`config.mk`:
```
export PLATFORM = sky130hd
export DESIGN_NAME = mux_select_scanner
export DESIGN_NICKNAME = d
export VERILOG_FILES = /design/src/rtl/mux_select_scanner.sv
export SDC_FILE = /design/constraint.sdc
export NUM_CORES = 1
export LEC_CHECK = 0
export ABC_AREA = 0
export BUFFER_PORTS_ARGS = -buffer_cell sky130_fd_sc_hd__buf_2
export CAP_MARGIN = 10
export CORE_MARGIN = 3
export CORE_UTILIZATION = 55
export CTS_BUF_LIST = sky130_fd_sc_hd__clkbuf_8
export CTS_CLUSTER_DIAMETER = 200
export DETAILED_ROUTE_END_ITERATION = 6
export PLACE_DENSITY = 0.84
export SETUP_SLACK_MARGIN = 0.5
export SYNTH_ARGS = -nofsm -noshare
export SYNTH_HDL_FRONTEND = slang
export SYNTH_SLANG_ARGS = --single-unit
```
`constraint.sdc`:
```
create_clock -name clk -period 1.9 [get_ports clk]
set_input_delay 0.38 -clock clk [delete_from_list [all_inputs] [get_ports clk]]
set_output_delay 0.38 -clock clk [all_outputs]
set_load 0.02 [all_outputs]
```
`src/rtl/mux_select_scanner.sv`:
```
// Select driver for a 4x1 mux. It steps sel through channels 0..3, samples
// mux_out on each channel and hands the assembled word out over valid/ready.
module mux_select_scanner #(
  parameter int SETTLE_CYCLES = 2,
  parameter int CNT_W         = 4
) (
  input  logic       clk,
  input  logic       rst_n,
  input  logic       start,
  input  logic       abort,
  input  logic       cont,
  input  logic       mux_out,
  input  logic       ready,
  output logic       a,
  output logic       b,
  output logic [3:0] sample_word,
  output logic       valid,
  output logic       busy
);

  typedef enum logic [1:0] {
    IDLE,
    SETTLE,
    CAPTURE,
    DONE
  } state_t;

  localparam logic [CNT_W-1:0] CNT_MAX = CNT_W'(SETTLE_CYCLES - 1);

  state_t           state_q, state_d;
  logic [1:0]       sel_q, sel_d;
  logic [CNT_W-1:0] cnt_q, cnt_d;
  logic [3:0]       shadow_q, shadow_d;
  logic [3:0]       word_q, word_d;

  always_ff @(posedge clk or negedge rst_n) begin
    if (!rst_n) begin
      state_q  <= IDLE;
      sel_q    <= '0;
      cnt_q    <= '0;
      shadow_q <= '0;
      word_q   <= '0;
    end else begin
      state_q  <= state_d;
      sel_q    <= sel_d;
      cnt_q    <= cnt_d;
      shadow_q <= shadow_d;
      word_q   <= word_d;
    end
  end

  always_comb begin
    state_d  = state_q;
    sel_d    = sel_q;
    cnt_d    = cnt_q;
    shadow_d = shadow_q;
    word_d   = word_q;
    // abort also blocks a start arriving in the same IDLE cycle
    if (abort) begin
      state_d = IDLE;
      sel_d   = '0;
    end else begin
      unique case (state_q)
        IDLE: begin
          sel_d = '0;
          if (start) begin
            state_d  = SETTLE;
            cnt_d    = '0;
            shadow_d = '0;
          end
        end
        SETTLE: begin
          if (cnt_q == CNT_MAX) begin
            state_d = CAPTURE;
          end else begin
            cnt_d = cnt_q + 1'b1;
          end
        end
        CAPTURE: begin
          shadow_d[sel_q] = mux_out;
          if (sel_q != 2'd3) begin
            sel_d   = sel_q + 2'd1;
            cnt_d   = '0;
            state_d = SETTLE;
          end else begin
            word_d  = {mux_out, shadow_q[2:0]};
            state_d = DONE;
          end
        end
        DONE: begin
          if (ready) begin
            sel_d = '0;
            if (cont) begin
              state_d  = SETTLE;
              cnt_d    = '0;
              shadow_d = '0;
            end else begin
              state_d = IDLE;
            end
          end
        end
        default: state_d = IDLE;
      endcase
    end
  end

  assign a           = sel_q[1];
  assign b           = sel_q[0];
  assign sample_word = word_q;
  assign valid       = (state_q == DONE);
  assign busy        = (state_q == SETTLE) || (state_q == CAPTURE);

endmodule

```
-- After elaboration in Yosys (flattened, before gate mapping)
Cells that the tools add are included.
- register bits after elaboration: 16
- input port bits: 7
- output and inout bits: 8
- word-level logic and storage cells: 56
- add/sub/neg operators: 2
- magnitude comparators: 2
- equal/unequal tests: 14
- mux-type cells: 21
- bitwise gates (word level): 2
- reductions and logical operators: 10
- operators by type and width (kind ; count):
    $mux W4 ; 5
    $mux W2 ; 8
    $pmux W4 S4 ; 1
    $ne A2 B2 Y1 const B ; 6
    $ne A3 B3 Y1 const B ; 4
    $pmux W4 S3 ; 1
    $reduce_and A3 Y1 ; 3
    $pmux W2 S4 ; 1
    $pmux W2 S3 ; 1
    $reduce_and A6 Y1 ; 1
    $reduce_and A5 Y1 ; 1
    $add A4 B1 Y4 const B ; 1
    $bwmux W4 ; 1
    $eq A2 B2 Y1 const B ; 2
    $eq A4 B1 Y1 const B ; 1
    $reduce_bool A4 Y1 ; 1
    $lt A2 B3 Y1 const B ; 1
    $reduce_bool A3 Y1 ; 1
    $add A2 B1 Y2 const B ; 1
    $demux W1 S2 ; 1
    $eq A2 B1 Y1 const B ; 1
    $ge A2 B1 Y1 const B ; 1
    $logic_not A2 Y1 ; 1
    $mux W1 ; 2
    3 further kinds ; 4

-- Longest topological paths before layout
- word-level depth: 6
- depth in mapped cells: 6
- gate-level depth less buffers: 6

-- Worst setup path after synthesis
OpenSTA, ideal clock, no wires.
- path kind: reg2reg
- from: register state_q[0]
- to: register cnt_q[0]
- setup time: 0.104 ns
- arrival time: 1.607 ns
- required time: 1.796 ns
- slack: 0.189 ns
- stages on the path, launching flop included: 6
- buffers on the path: 0
- period minus slack after synthesis: 1.711 ns
- cell sequence: dfrtp_1 -> ha_1 -> a21bo_2 -> nand4_1 -> or2_2 -> o311ai_1
- longest elaborated chain between the ends: 3
- elaborated cells on any way between the ends: 11
- those cells by class: 8 x eq/ne; 1 x mux; 2 x reduce/logical
- RTL lines (element ; line ; text):
    start, declared ; 30 ; state_t state_q, state_d;
    start signal, assigned ; 44 ; state_q <= state_d;
    $eq A2 B2 Y1 * ; n/a ;
    named net valid ; 17 ; output logic valid,
    $ne A2 B2 Y1 (no line) ; n/a ;
    $reduce_and A6 Y1 (no line) ; n/a ;
    end signal, assigned ; 46 ; cnt_q <= cnt_d;
    end, declared ; 32 ; logic [CNT_W-1:0] cnt_q, cnt_d;
Mark *: on every way through the listed nets, which the timed path passes. The rest lies on a longest branch.
A chain may end at the register's enable or synchronous reset.

-- Worst setup path in the final report
- from: register state_q[1]
- to: register state_q[1]
- longest elaborated chain between the ends: 3
- elaborated cells on any way between the ends: 10
- those cells by class: 6 x eq/ne; 2 x mux; 2 x reduce/logical
- RTL lines (element ; line ; text):
    $eq A2 B2 Y1, or another cell as far along ; 63 ; unique case (state_q)
    $pmux W2 S4 or $ne A3 B3 Y1 (tied branches) ; n/a ;
    $mux W2 or $reduce_and A3 Y1 (tied branches) ; n/a ;
Several ways; a longest one is shown, not always the timed one.

==> impl_results.md <==
* Initial antenna violation count at 0
* FILL cells at 43
* Most common cell on crit path: inv_4
* Num CTS Buffers at 3
* GP Congestion at 0.790
* WP data required at 2.05 ns
* Leakage at 0.000683 uW
* Die width at 47 microns
* Worst reg2reg setup slack at 0.15 ns
* Initial core utilization at 60.0%
* Relative slew slack at 72.5%
* Placed Instances at 123
* Multi-input gate area at 737 sq um
* Met1 usage at 27.4%
* Endpoints failing setup at 0
* Initial DRT Pass Iterations at 4
* CP cell instances: inv_4 > ha_4 > inv_4 > nor2_4 > or4_1 > a21oi_1
* Setup Skew at 0.00244 ns
* CTS tree: built
* Highest-delay cell along the critical path: dfrtp_2
* Crit path max-delay family: flip-flops
* Hpwl dp at 1.32 mm
* Netlist cell types at 27
* H-tree levels at 1
* Syn Inst Count at 93
* Worst reg2reg endpoint: state_q[1]
* Synth Cell Area at 925 sq um
* WL/cell at 25.3 microns
* Worst Tran Pin Value at 0.409 ns
* Vias in the first global route at 833
* Layout Nets at 148
* Final core occ at 94.6%
* Max stage delay on crit path at 0.54 ns
* Crit path buffers/inverters at 2
* Tot Pwr at 1720 uW
* Reg2reg path depth at 6
* Setup TNS at 0 ns
* Post-synthesis sequential area ratio at 40.6%
* Clock Sinks at 15
* ANT cells at 0
* Synth Net Count at 112
* Clock transition at path regs at 0.06 ns
* Ys Warns at 0
* Peak VDD IR at 0.996 mV
* Clock tree buffer depth at 2
* DRT iter0 DRCs at 14
* Final slew viol count at 0
* Clock latency at the later pin of the worst-skew pair at 0.25 ns
* Via density at 6.76
* RSZ-0062 raised after global routing: true
* Critical Path AT at 1.90 ns
* All-Layer GR Usage at 24.3%
* Largest net degree at the start of global routing at 16
* Hold Violations, Final at 0
* Post-Layout Cell Count at 144
* Total die area at 2210 sq um
* Port-buffer cells at 14
* Pwr Density at 1180 nW/um^2
* Routed WL at 3.64 mm
* First-pass GRT wire length at 3.74 mm
* Top Ports at 15
* Max Fclk at 571 MHz
* Outcome: complete, no violations
* Post-route ant nets at 0
* Layout cell share with drive strength beyond 1 at 59.4%
* Crit end category: flip-flop
* Grt met3 use at 4.21%
* Max-cap violations at 0
* GRT busiest layer: met2
* Total congestion overflow at 0
* Crit path launch type: flip-flop
* Number of remaining DRC errors at 0
* RR Startpoint: state_q[1]
* Sequential Area at 380 sq um
* Clock tree root driver cell: clkbuf_8
* WS Path Type: flip-flop to flip-flop
* Layout area overhead at 57.8%
* Hold Path Class: input pin to asynchronous set/reset pin
* Met2 global-route usage at 44.2%
* Yosys reg bits at 15
* Max FO, Critical Path at 7
* Syn Area/Cell at 9.94 sq um
* Hold Slack at 0.0307 ns
* Via Count at 973
* Row cnt at 14
* Core area at 1540 sq um
* Die Ht at 47 microns
* Fin crit share at 92.1%
* Period minus WS final at 1.75 ns
[cells in the mapped netlist]
cell type / n / area, sq um
a21bo_2: 1 / 10.0
a21oi_1: 6 / 30.0
and4b_1: 1 / 10.0
clkbuf_1: 1 / 3.75
dfrtp_1: 15 / 375
ha_1: 12 / 150
inv_1: 7 / 26.3
mux2_2: 4 / 45.0
nand2_1: 5 / 18.8
nand2b_1: 1 / 6.26
nand3_1: 9 / 45.0
nand3b_1: 1 / 7.51
nand4_1: 2 / 12.5
nand4b_1: 1 / 8.76
nor2_1: 3 / 11.3
nor2_2: 1 / 6.26
nor2b_1: 3 / 18.8
nor3b_4: 1 / 18.8
o211ai_1: 1 / 7.51
o21ai_0: 10 / 50.1
o311ai_0: 1 / 8.76
o311ai_1: 1 / 8.76
o32ai_1: 1 / 8.76
or2_2: 1 / 6.26
or2b_2: 1 / 8.76
or3_1: 1 / 6.26
or4_1: 2 / 15.0
[worst max path at each step]
stage                  to        from  cells after the start
2_1_floorplan    cnt_q[0]  state_q[1]                      5
3_3_place_gp   state_q[0]    cnt_q[0]                      5
3_5_place_dp     cnt_q[0]  state_q[0]                      6
4_1_cts        state_q[0]    cnt_q[1]                      6
5_1_grt        state_q[1]    cnt_q[1]                      6
6_report       state_q[1]  state_q[1]                      6
[cell families (layout without fill, tap and decap cells)]
family          count (synthesis)  in the layout  share of synthesized area (%)
compound gates                 21             21                           13.4
mux                             4              4                           4.87
buf+inv                         8             43                           3.25
flops                          15             15                           40.6
fa+ha+maj                      12             12                           16.2
simple gates                   33             33                           21.7
[state kept, by name, indices dropped and copies added, names as in the netlist]
register     cells
cnt_q            4
sample_word      4
sel_q            2
shadow_q         3
state_q          2
[cells in the final DEF, fill, tap and decap left out, drive strengths merged, types with 2 or more instances in the layout]
cell	netlist	layout
buf	0	31
dfrtp	15	15
ha	12	12
o21ai	10	10
nand3	9	9
inv	7	7
a21oi	6	6
nand2	5	5
mux2	4	4
nor2	4	4
nor2b	3	3
clkbuf	1	3
nand4	2	2
o311ai	2	2
or4	2	2
[routing by layer]
layer	wire length (microns)	part of all wire, %
met5	0	0
met2	1840	51
met1	1350	37
met3	234	6.4
met4	210	5.8
[stage by stage]
step | area [sq um] | worst slack (ns)
after floorplan | 952 | 0.348
after global placement | 1040 | 0.235
after detailed placement | 1040 | 0.189
after CTS | 1290 | 0.289
after global routing | 1460 | 0.106
final | 1460 | 0.150
[final cells by class]
type,count,share of cell area [%]
Tap cell,16,1.37
Clock buffer,3,2.83
Inverter,7,2.32
Sequential cell,15,26.1
Clock inverter,1,0.343
Timing Repair Buffer,32,16.6
Multi-Input combinational cell,70,50.5
[repair_timing]
action,4_1_cts,5_1_grt
pin swaps,14,9
buffers inserted,10,7
gates resized for setup,34,23
hold buffers,0,0
endpoints found under the setup margin,17,17
[report_power, final]
group | leakage, uW | internal [uW] | switching, uW | total [uW]
combinational | 0.000456 | 480 | 525 | 1000
clock | 0.0000255 | 145 | 118 | 263
sequential | 0.000201 | 358 | 88.6 | 447
Note: power is estimated with default switching activity, not from simulation.
